`src/rtl/codificador_prioridad_sync_pkg.sv`:
```
// Shared types and helpers for the registered priority encoder.
// Encoding helpers work on a 32-bit zero-extended vector so any N_IN up to 32 can reuse them.
package codificador_pkg;

  typedef enum logic [1:0] {
    IDLE         = 2'd0,
    DEBOUNCE     = 2'd1,
    SEND         = 2'd2,
    WAIT_RELEASE = 2'd3
  } state_t;

  localparam int N_IN_DEF   = 4;
  localparam int ENC_MAX_IN = 32;
  localparam int ENC_MAX_W  = 5;

  // Highest set bit wins because later iterations overwrite earlier ones.
  function automatic logic [ENC_MAX_W-1:0] prio_enc(input logic [ENC_MAX_IN-1:0] v);
    logic [ENC_MAX_W-1:0] idx;
    idx = '0;
    for (int i = 0; i < ENC_MAX_IN; i++) begin
      if (v[i]) begin
        idx = ENC_MAX_W'(i);
      end else begin
        idx = idx;
      end
    end
    return idx;
  endfunction

  function automatic logic multi_hot(input logic [ENC_MAX_IN-1:0] v);
    return ((v & (v - 32'd1)) != 32'd0);
  endfunction

endpackage

```
`src/rtl/codificador_prioridad_sync_sincronizador.sv`:
```
// Two-flop synchronizer bank for asynchronous request lines.
module sincronizador #(
  parameter int WIDTH = 1
) (
  input  logic             clk,
  input  logic             rst_n,
  input  logic [WIDTH-1:0] d,
  output logic [WIDTH-1:0] q
);

  logic [WIDTH-1:0] meta_r;
  logic [WIDTH-1:0] sync_r;

  // Metastability filter: two back-to-back flops per bit.
  always_ff @(posedge clk or negedge rst_n) begin
    if (!rst_n) begin
      meta_r <= '0;
      sync_r <= '0;
    end else begin
      meta_r <= d;
      sync_r <= meta_r;
    end
  end

  assign q = sync_r;

endmodule

```
`src/rtl/codificador_prioridad_sync.sv`:
```
// Synchronizing, debouncing priority encoder with valid/ready delivery, one code per press.
// Optional macro MULTI_HOT_DETECT_EN adds multi_o flagging more than one active request.
module codificador_prioridad_sync
  import codificador_pkg::*;
#(
  parameter int N_IN            = N_IN_DEF,
  parameter int DEBOUNCE_CYCLES = 4
) (
  input  logic                     clk,
  input  logic                     rst_n,
  input  logic [N_IN-1:0]          d_in,
  input  logic                     ready_i,
  output logic [$clog2(N_IN)-1:0]  code_o,
  output logic                     valid_o,
`ifdef MULTI_HOT_DETECT_EN
  output logic                     multi_o,
`endif
  output logic                     busy_o
);

  localparam int W  = $clog2(N_IN);
  localparam int CW = $clog2(DEBOUNCE_CYCLES + 1);
  localparam logic [CW-1:0] CNT_LAST = CW'(DEBOUNCE_CYCLES - 1);
  localparam logic [CW-1:0] CNT_ONE  = CW'(1);

  logic [N_IN-1:0]       sync_s;
  logic [ENC_MAX_IN-1:0] ext_s;
  logic [W-1:0]          enc_s;
  logic                  any_s;

  state_t        state_r, state_nxt;
  logic [W-1:0]  cand_r, cand_nxt;
  logic [CW-1:0] cnt_r, cnt_nxt;
  logic [W-1:0]  code_r, code_nxt;
  logic          valid_r, valid_nxt;
  logic          busy_r, busy_nxt;
`ifdef MULTI_HOT_DETECT_EN
  logic          multi_r, multi_nxt;
`endif

  sincronizador #(.WIDTH(N_IN)) u_sync (
    .clk   (clk),
    .rst_n (rst_n),
    .d     (d_in),
    .q     (sync_s)
  );

  // Zero-extend synced requests and derive the priority index and activity flag.
  always_comb begin
    ext_s            = '0;
    ext_s[N_IN-1:0]  = sync_s;
    enc_s            = W'(prio_enc(ext_s));
    any_s            = |sync_s;
  end

  // Next-state and output decode for the press/send/release cycle.
  always_comb begin
    state_nxt = state_r;
    cand_nxt  = cand_r;
    cnt_nxt   = cnt_r;
    code_nxt  = code_r;
    valid_nxt = valid_r;
`ifdef MULTI_HOT_DETECT_EN
    multi_nxt = multi_r;
`endif
    case (state_r)
      IDLE: begin
        if (any_s) begin
          cand_nxt  = enc_s;
          cnt_nxt   = '0;
          state_nxt = DEBOUNCE;
        end else begin
          state_nxt = IDLE;
        end
      end
      DEBOUNCE: begin
        if (!any_s || (enc_s != cand_r)) begin
          state_nxt = IDLE;
        end else if (cnt_r == CNT_LAST) begin
          code_nxt  = cand_r;
          valid_nxt = 1'b1;
`ifdef MULTI_HOT_DETECT_EN
          multi_nxt = multi_hot(ext_s);
`endif
          state_nxt = SEND;
        end else begin
          cnt_nxt = cnt_r + CNT_ONE;
        end
      end
      SEND: begin
        // Inputs are deliberately ignored until the consumer takes the code.
        if (valid_r && ready_i) begin
          valid_nxt = 1'b0;
          cnt_nxt   = '0;
`ifdef MULTI_HOT_DETECT_EN
          multi_nxt = 1'b0;
`endif
          state_nxt = WAIT_RELEASE;
        end else begin
          state_nxt = SEND;
        end
      end
      WAIT_RELEASE: begin
        if (any_s) begin
          cnt_nxt = '0;
        end else if (cnt_r == CNT_LAST) begin
          cnt_nxt   = '0;
          state_nxt = IDLE;
        end else begin
          cnt_nxt = cnt_r + CNT_ONE;
        end
      end
      default: begin
        state_nxt = IDLE;
        cnt_nxt   = '0;
        valid_nxt = 1'b0;
      end
    endcase
    busy_nxt = (state_nxt != IDLE);
  end

  // State and registered outputs; reset clears everything immediately.
  always_ff @(posedge clk or negedge rst_n) begin
    if (!rst_n) begin
      state_r <= IDLE;
      cand_r  <= '0;
      cnt_r   <= '0;
      code_r  <= '0;
      valid_r <= 1'b0;
      busy_r  <= 1'b0;
`ifdef MULTI_HOT_DETECT_EN
      multi_r <= 1'b0;
`endif
    end else begin
      state_r <= state_nxt;
      cand_r  <= cand_nxt;
      cnt_r   <= cnt_nxt;
      code_r  <= code_nxt;
      valid_r <= valid_nxt;
      busy_r  <= busy_nxt;
`ifdef MULTI_HOT_DETECT_EN
      multi_r <= multi_nxt;
`endif
    end
  end

  assign code_o  = code_r;
  assign valid_o = valid_r;
  assign busy_o  = busy_r;
`ifdef MULTI_HOT_DETECT_EN
  assign multi_o = multi_r;
`endif

endmodule

```
`config.mk`:
```
export PLATFORM = sky130hd
export DESIGN_NAME = codificador_prioridad_sync
export DESIGN_NICKNAME = d
export VERILOG_FILES = /design/src/rtl/codificador_prioridad_sync_pkg.sv /design/src/rtl/codificador_prioridad_sync_sincronizador.sv /design/src/rtl/codificador_prioridad_sync.sv
export SDC_FILE = /design/constraint.sdc
export NUM_CORES = 1
export LEC_CHECK = 0
export ABC_AREA = 1
export CAP_MARGIN = 30
export CELL_PAD_IN_SITES_DETAIL_PLACEMENT = 0
export CELL_PAD_IN_SITES_GLOBAL_PLACEMENT = 1
export CORE_MARGIN = 10
export CORE_UTILIZATION = 42
export CTS_CLUSTER_DIAMETER = 100
export DETAILED_ROUTE_END_ITERATION = 16
export PLACE_DENSITY_LB_ADDON = 0.1
export SLEW_MARGIN = 10
export SYNTH_ARGS = -nofsm -noshare
export SYNTH_HDL_FRONTEND = slang
export SYNTH_SLANG_ARGS = --single-unit
```
`constraint.sdc`:
```
create_clock -name clk -period 4.3 [get_ports clk]
set_clock_uncertainty 0.15 [all_clocks]
set_input_delay 1.075 -clock clk [delete_from_list [all_inputs] [get_ports clk]]
set_output_delay 1.075 -clock clk [all_outputs]
set_load 0.03 [all_outputs]
```
* Yosys cells after proc, flatten, opt, wreduce, memory -nomap -nowiden
Index checks and enable logic that the tools add are counted.
** Word-level totals
- Flip-flop bits (word level) :: 19
- Input port bits :: 7
- Output and inout port bits :: 4
** Cells by class
- Add/subtract/negate cells :: 1
- Equal/unequal tests :: 10
- Muxes and demuxes :: 21
- Bitwise logic cells :: 1
- Reductions and logical operators :: 11
** Operators by type and width (number)
- $mux 3 :: 6
- $mux 2 :: 6
- $pmux 3 s4 :: 1
- $ne 2x2->1 const B :: 5
- $pmux 2 s4 :: 1
- $reduce_and 4->1 :: 2
- $mux 1 :: 6
- $eq 2x2->1 const B :: 2
- $reduce_bool 2->1 :: 2
- $reduce_or 4->1 :: 1
- $add 3x1->3 const B :: 1
- $eq 3x2->1 const B :: 1
- $reduce_and 3->1 :: 1
- $eq 2x1->1 const B :: 1
- $logic_not 2->1 :: 1
- $ne 2x2->1 :: 1
- $pmux 1 s2 :: 1
- $reduce_and 2->1 :: 1
- $logic_and 1x1->1 :: 1
- $logic_not 1->1 :: 1
- $logic_or 1x1->1 :: 1
- $not 1->1 :: 1

* Logic depth before layout (Yosys ltp)
- Word-level depth :: 8
- Mapped depth :: 10
- Mapped depth without buffers :: 10

* Hierarchy
From an unflattened synthesis, not the netlist that was laid out.
** Second synthesis, totals
- Cell total of the unflattened synthesis :: 106
- Area, all modules :: 907.1 um^2
** Modules (own cells, without submodules)
- codificador_prioridad_sync :: instances 1, cells each 98, area each 706.9 um^2, sequential area each 275.3 um^2
- sincronizador :: instances 1, cells each 8, area each 200.2 um^2, sequential area each 200.2 um^2

* Worst setup path after synthesis
Ideal clock, no wire load.
- Kind :: input to register
- From :: input port ready_i
- To :: register cnt_r[0]
- Data arrival time :: 1540 ps
- Slack :: 2493 ps
- Stages :: 7
- Path buffers :: 0
- Cell sequence :: nand2_1 -> nand2_1 -> nand2_1 -> nor2_2 -> nand2_2 -> nand2_1 -> nand2_1
** Between the ends
- Word-level cells in the longest chain between the ends :: 3
** RTL lines
- start: declaration :: line codificador_prioridad_sync.sv:12 : input logic ready_i,
- $logic_and 1x1->1 :: line codificador_prioridad_sync.sv:92 : if (valid_r && ready_i) begin
- $ne 2x2->1 (no line)
- $reduce_and 4->1 (no line)
- end signal: assignment :: line codificador_prioridad_sync.sv:137 : cnt_r <= cnt_nxt;
- end: declaration :: line codificador_prioridad_sync.sv:33 : logic [CW-1:0] cnt_r, cnt_nxt;
Every way passes these cells.
A chain may end at the register's enable or synchronous reset.

* Final worst setup path
- From :: register valid_r (netlist: valid_o)
- To :: output port valid_o
** RTL lines
- start: declaration :: line codificador_prioridad_sync.sv:35 : logic valid_r, valid_nxt;
- start signal: assignment :: line codificador_prioridad_sync.sv:139 : valid_r <= valid_nxt;
- end: declaration :: line codificador_prioridad_sync.sv:14 : output logic valid_o,
No word-level cell between the ends.

==> out/results.txt <==
The die is 66.22 um wide. In this run, synthesis produced a sequential element count of 19. Critical path launch point type: a flip-flop. The worst hold path passes through 0 cells.

The finished layout holds 147 standard cells, fillers aside. The number of nets in the layout came out at 131. The first global-routing pass estimated 2766 um of wire. The number of sinks on the clock net was 19. The run gives 1031 um^2 as the placed standard-cell area. The total negative setup slack is 0 ps.

Class of the worst hold path: flip-flop to flip-flop. The average vias per placed instance was 4.605; the clock input transition at the sequential cells of the worst setup and hold paths was 100 ps. Maximum single-stage delay on the critical path: 680 ps. For the number of placed instances with taps included, the log shows 143. The routability congestion estimate was 0.8315; the sum of overflow across all layers after global routing was 0.

The via count of the first global-routing pass was 680; the worst-case reg-to-reg path depth was 8. In this run the worst path has a maximum fanout of 3. The kind of end point of the critical path is an output port. For the global-route usage over all layers, the log shows 8.110%.

TritonCTS built the clock tree. The total leakage power was 0.5362 nW; the slew at the pin with the worst max-slew slack was 791.2 ps. The largest net degree at the start of global routing came out at 20.

The final worst-path cycle share is 60.00%, and the half-perimeter wire length after placement is 1212 um. In this run the remaining antenna-violating nets after routing total 0. The total buffers and inverters traversed by the critical path was 1; the yosys synthesis warning count was 0.

The flow ran to the end, and the final reports show no timing, DRC or antenna violations. The peak clock frequency supported by timing was 387.6 MHz; the number of antenna violations at the first check in global routing was 0. Setup repair after global routing left no endpoint under its margin.

The count of standard-cell rows came out at 16. The tools report the final count of pins violating max slew as 0. In the synthesized netlist, the number of instances is 106. The floorplan die height came out at 66.22 um. Required time of the critical path: 3070 ps. The longest clock path from root to sink contains 2 buffers. The time the worst path needs with I/O delays and setup is 2580 ps. For this run, the register share of the synthesized area comes to 53.00%. After synthesis the cells add up to 897.1 um^2. In this run, distinct cell masters in the synthesized netlist total 16. The worst setup path category is flip-flop to output port.

The number of H-tree levels was 1. The number of fill cells in the layout came out at 190. The hold violation count in the final report is 0, and the first-pass iteration count of the detailed router is 4. In this run the clock root is driven by a sky130_fd_sc_hd__clkbuf_4. The post-route cell area was 1059 um^2; the total power was 400.5 uW. Power spread over the standard cell area amounts to 378.4 nW/um^2. The run gives 44.81% as the initial cell density of the core.

Broken down by cell family, the worst path's largest delay share belongs to buffers and inverters. The average wire length per cell after detail routing works out to 10.26 um. The core footprint was 2002 um^2; the violation count after the first detailed-routing iteration was 19.

Logic depth of the worst setup path including buffers: 1. The later pin in the worst-skew pair is clocked with a latency of 290 ps. Across all setup checks in the final design, the least slack found is 1720 ps. Port buffering added 10 buffers. In the final layout, the share of cells above drive strength 1 is 14.17%. The floorplan die area is 4384 um^2, and the normalized max-slew margin is 47.09%. In this run, post-CTS hold repair placed 0 buffers.

Traced cell by cell, the critical path runs through clkdlybuf4s50_1. Among all stages on the critical path, the largest delay is contributed by sky130_fd_sc_hd__clkdlybuf4s50_1. 11 I/O pins were placed. Measured on the finished design, the core utilization comes to 52.88%.

After clock tree synthesis, the repair step resized 0 gates. A synthesized cell averages 8.463 um^2. For the vias after detailed routing, the log shows 677. The number of clock buffers added by TritonCTS is 3. After clock tree synthesis, the setup repair step added 0 buffers.

Across the VDD grid, the largest voltage drop is 0.2580 mV. Data arrival time of the critical path: 1360 ps. The repair_antennas step left the layout with diodes totalling 0. For the net count after synthesis, the log shows 116.

The run gives 207.3 ps as the tightest hold margin. For this run, design rule violations remaining after detail routing come to 0. For the routed wire length, the log shows 1508 um.

Setup violations remaining at the end of the flow were counted as 0. Timing analysis after detailed placement gives a worst setup slack of 1927 ps. The area growth from synthesis to layout was 17.99%.

Max-cap violations in this run came to 0.
-- final timing paths --
kind	from	end	slack, ps
max	valid_o	valid_o	1720
min	u_sync.meta_r[0]	u_sync.q[0]	210
max reg2reg	cnt_r[0]	cnt_r[0]	2630
min reg2reg	u_sync.meta_r[0]	u_sync.q[0]	210
max in group asynchronous	rst_n	cnt_r[2]	2420
min in group asynchronous	rst_n	code_o[0]	1080
-- report_power, final --
group / switching, mW / internal, mW / total, mW
clock: 0.0506 / 0.0346 / 0.0852
sequential: 0.0141 / 0.202 / 0.216
combinational: 0.0606 / 0.0390 / 0.0996
total: 0.125 / 0.275 / 0.400
-- state kept, by name (all words and copies together), names as in the netlist --
register,count
busy_o,1
valid_o,1
cnt_r,3
u_sync.q,4
code_o,2
state_r,2
u_sync.meta_r,4
cand_r,2
-- routing by layer --
metal / GRT usage (%) / wire [um]
met4: 4.974 / 19
met5: 0 / 0
met3: 4.407 / 114
met2: 12.68 / 682
met1: 8.317 / 692
-- cells in the mapped netlist --
cell type / instances / area (um^2)
sky130_fd_sc_hd__o21ai_1: 2 / 10.01
sky130_fd_sc_hd__nand3_4: 1 / 17.52
sky130_fd_sc_hd__o21ai_0: 6 / 30.03
sky130_fd_sc_hd__a21oi_1: 1 / 5.000
sky130_fd_sc_hd__ha_1: 3 / 37.54
sky130_fd_sc_hd__nor2_1: 8 / 30.03
sky130_fd_sc_hd__inv_2: 3 / 11.26
sky130_fd_sc_hd__a22oi_1: 1 / 7.510
sky130_fd_sc_hd__nor2_2: 3 / 18.77
sky130_fd_sc_hd__nor2_4: 1 / 11.26
sky130_fd_sc_hd__nand3_1: 10 / 50.05
sky130_fd_sc_hd__nand2_1: 27 / 101.4
sky130_fd_sc_hd__nand2_2: 5 / 31.28
sky130_fd_sc_hd__inv_1: 15 / 56.30
sky130_fd_sc_hd__dfrtp_1: 19 / 475.5
sky130_fd_sc_hd__clkinv_1: 1 / 3.750
-- cells in the final DEF (no fill, tap or decap), types with 2 or more instances in the layout --
cell / n
sky130_fd_sc_hd__nor2_1: 8
sky130_fd_sc_hd__nand2_2: 5
sky130_fd_sc_hd__dfrtp_1: 19
sky130_fd_sc_hd__o21ai_1: 2
sky130_fd_sc_hd__ha_1: 3
sky130_fd_sc_hd__nor2_2: 3
sky130_fd_sc_hd__nand3_1: 10
sky130_fd_sc_hd__inv_2: 3
sky130_fd_sc_hd__inv_1: 15
sky130_fd_sc_hd__nand2_1: 27
sky130_fd_sc_hd__clkdlybuf4s50_1: 10
sky130_fd_sc_hd__clkbuf_4: 3
sky130_fd_sc_hd__o21ai_0: 6
-- final cells by class --
type	instances	area, um^2	area share (%)
timing repair buffer	10	100.1	9.456
clock inverter	1	5.005	0.4728
multi-input combinational	68	350.3	33.10
clock buffer	3	22.52	2.128
sequential	19	475.5	44.92
inverter	19	71.32	6.738
tap	27	33.78	3.191
-- cell families after synthesis --
| logic type | synth area share (%) |
|---|---|
| fa+ha+maj | 4.185 |
| flops | 53.00 |
| simple gates | 29.01 |
| buf+inv | 7.949 |
| compound gates | 5.858 |
Note: power is estimated with default switching activity, not from simulation.
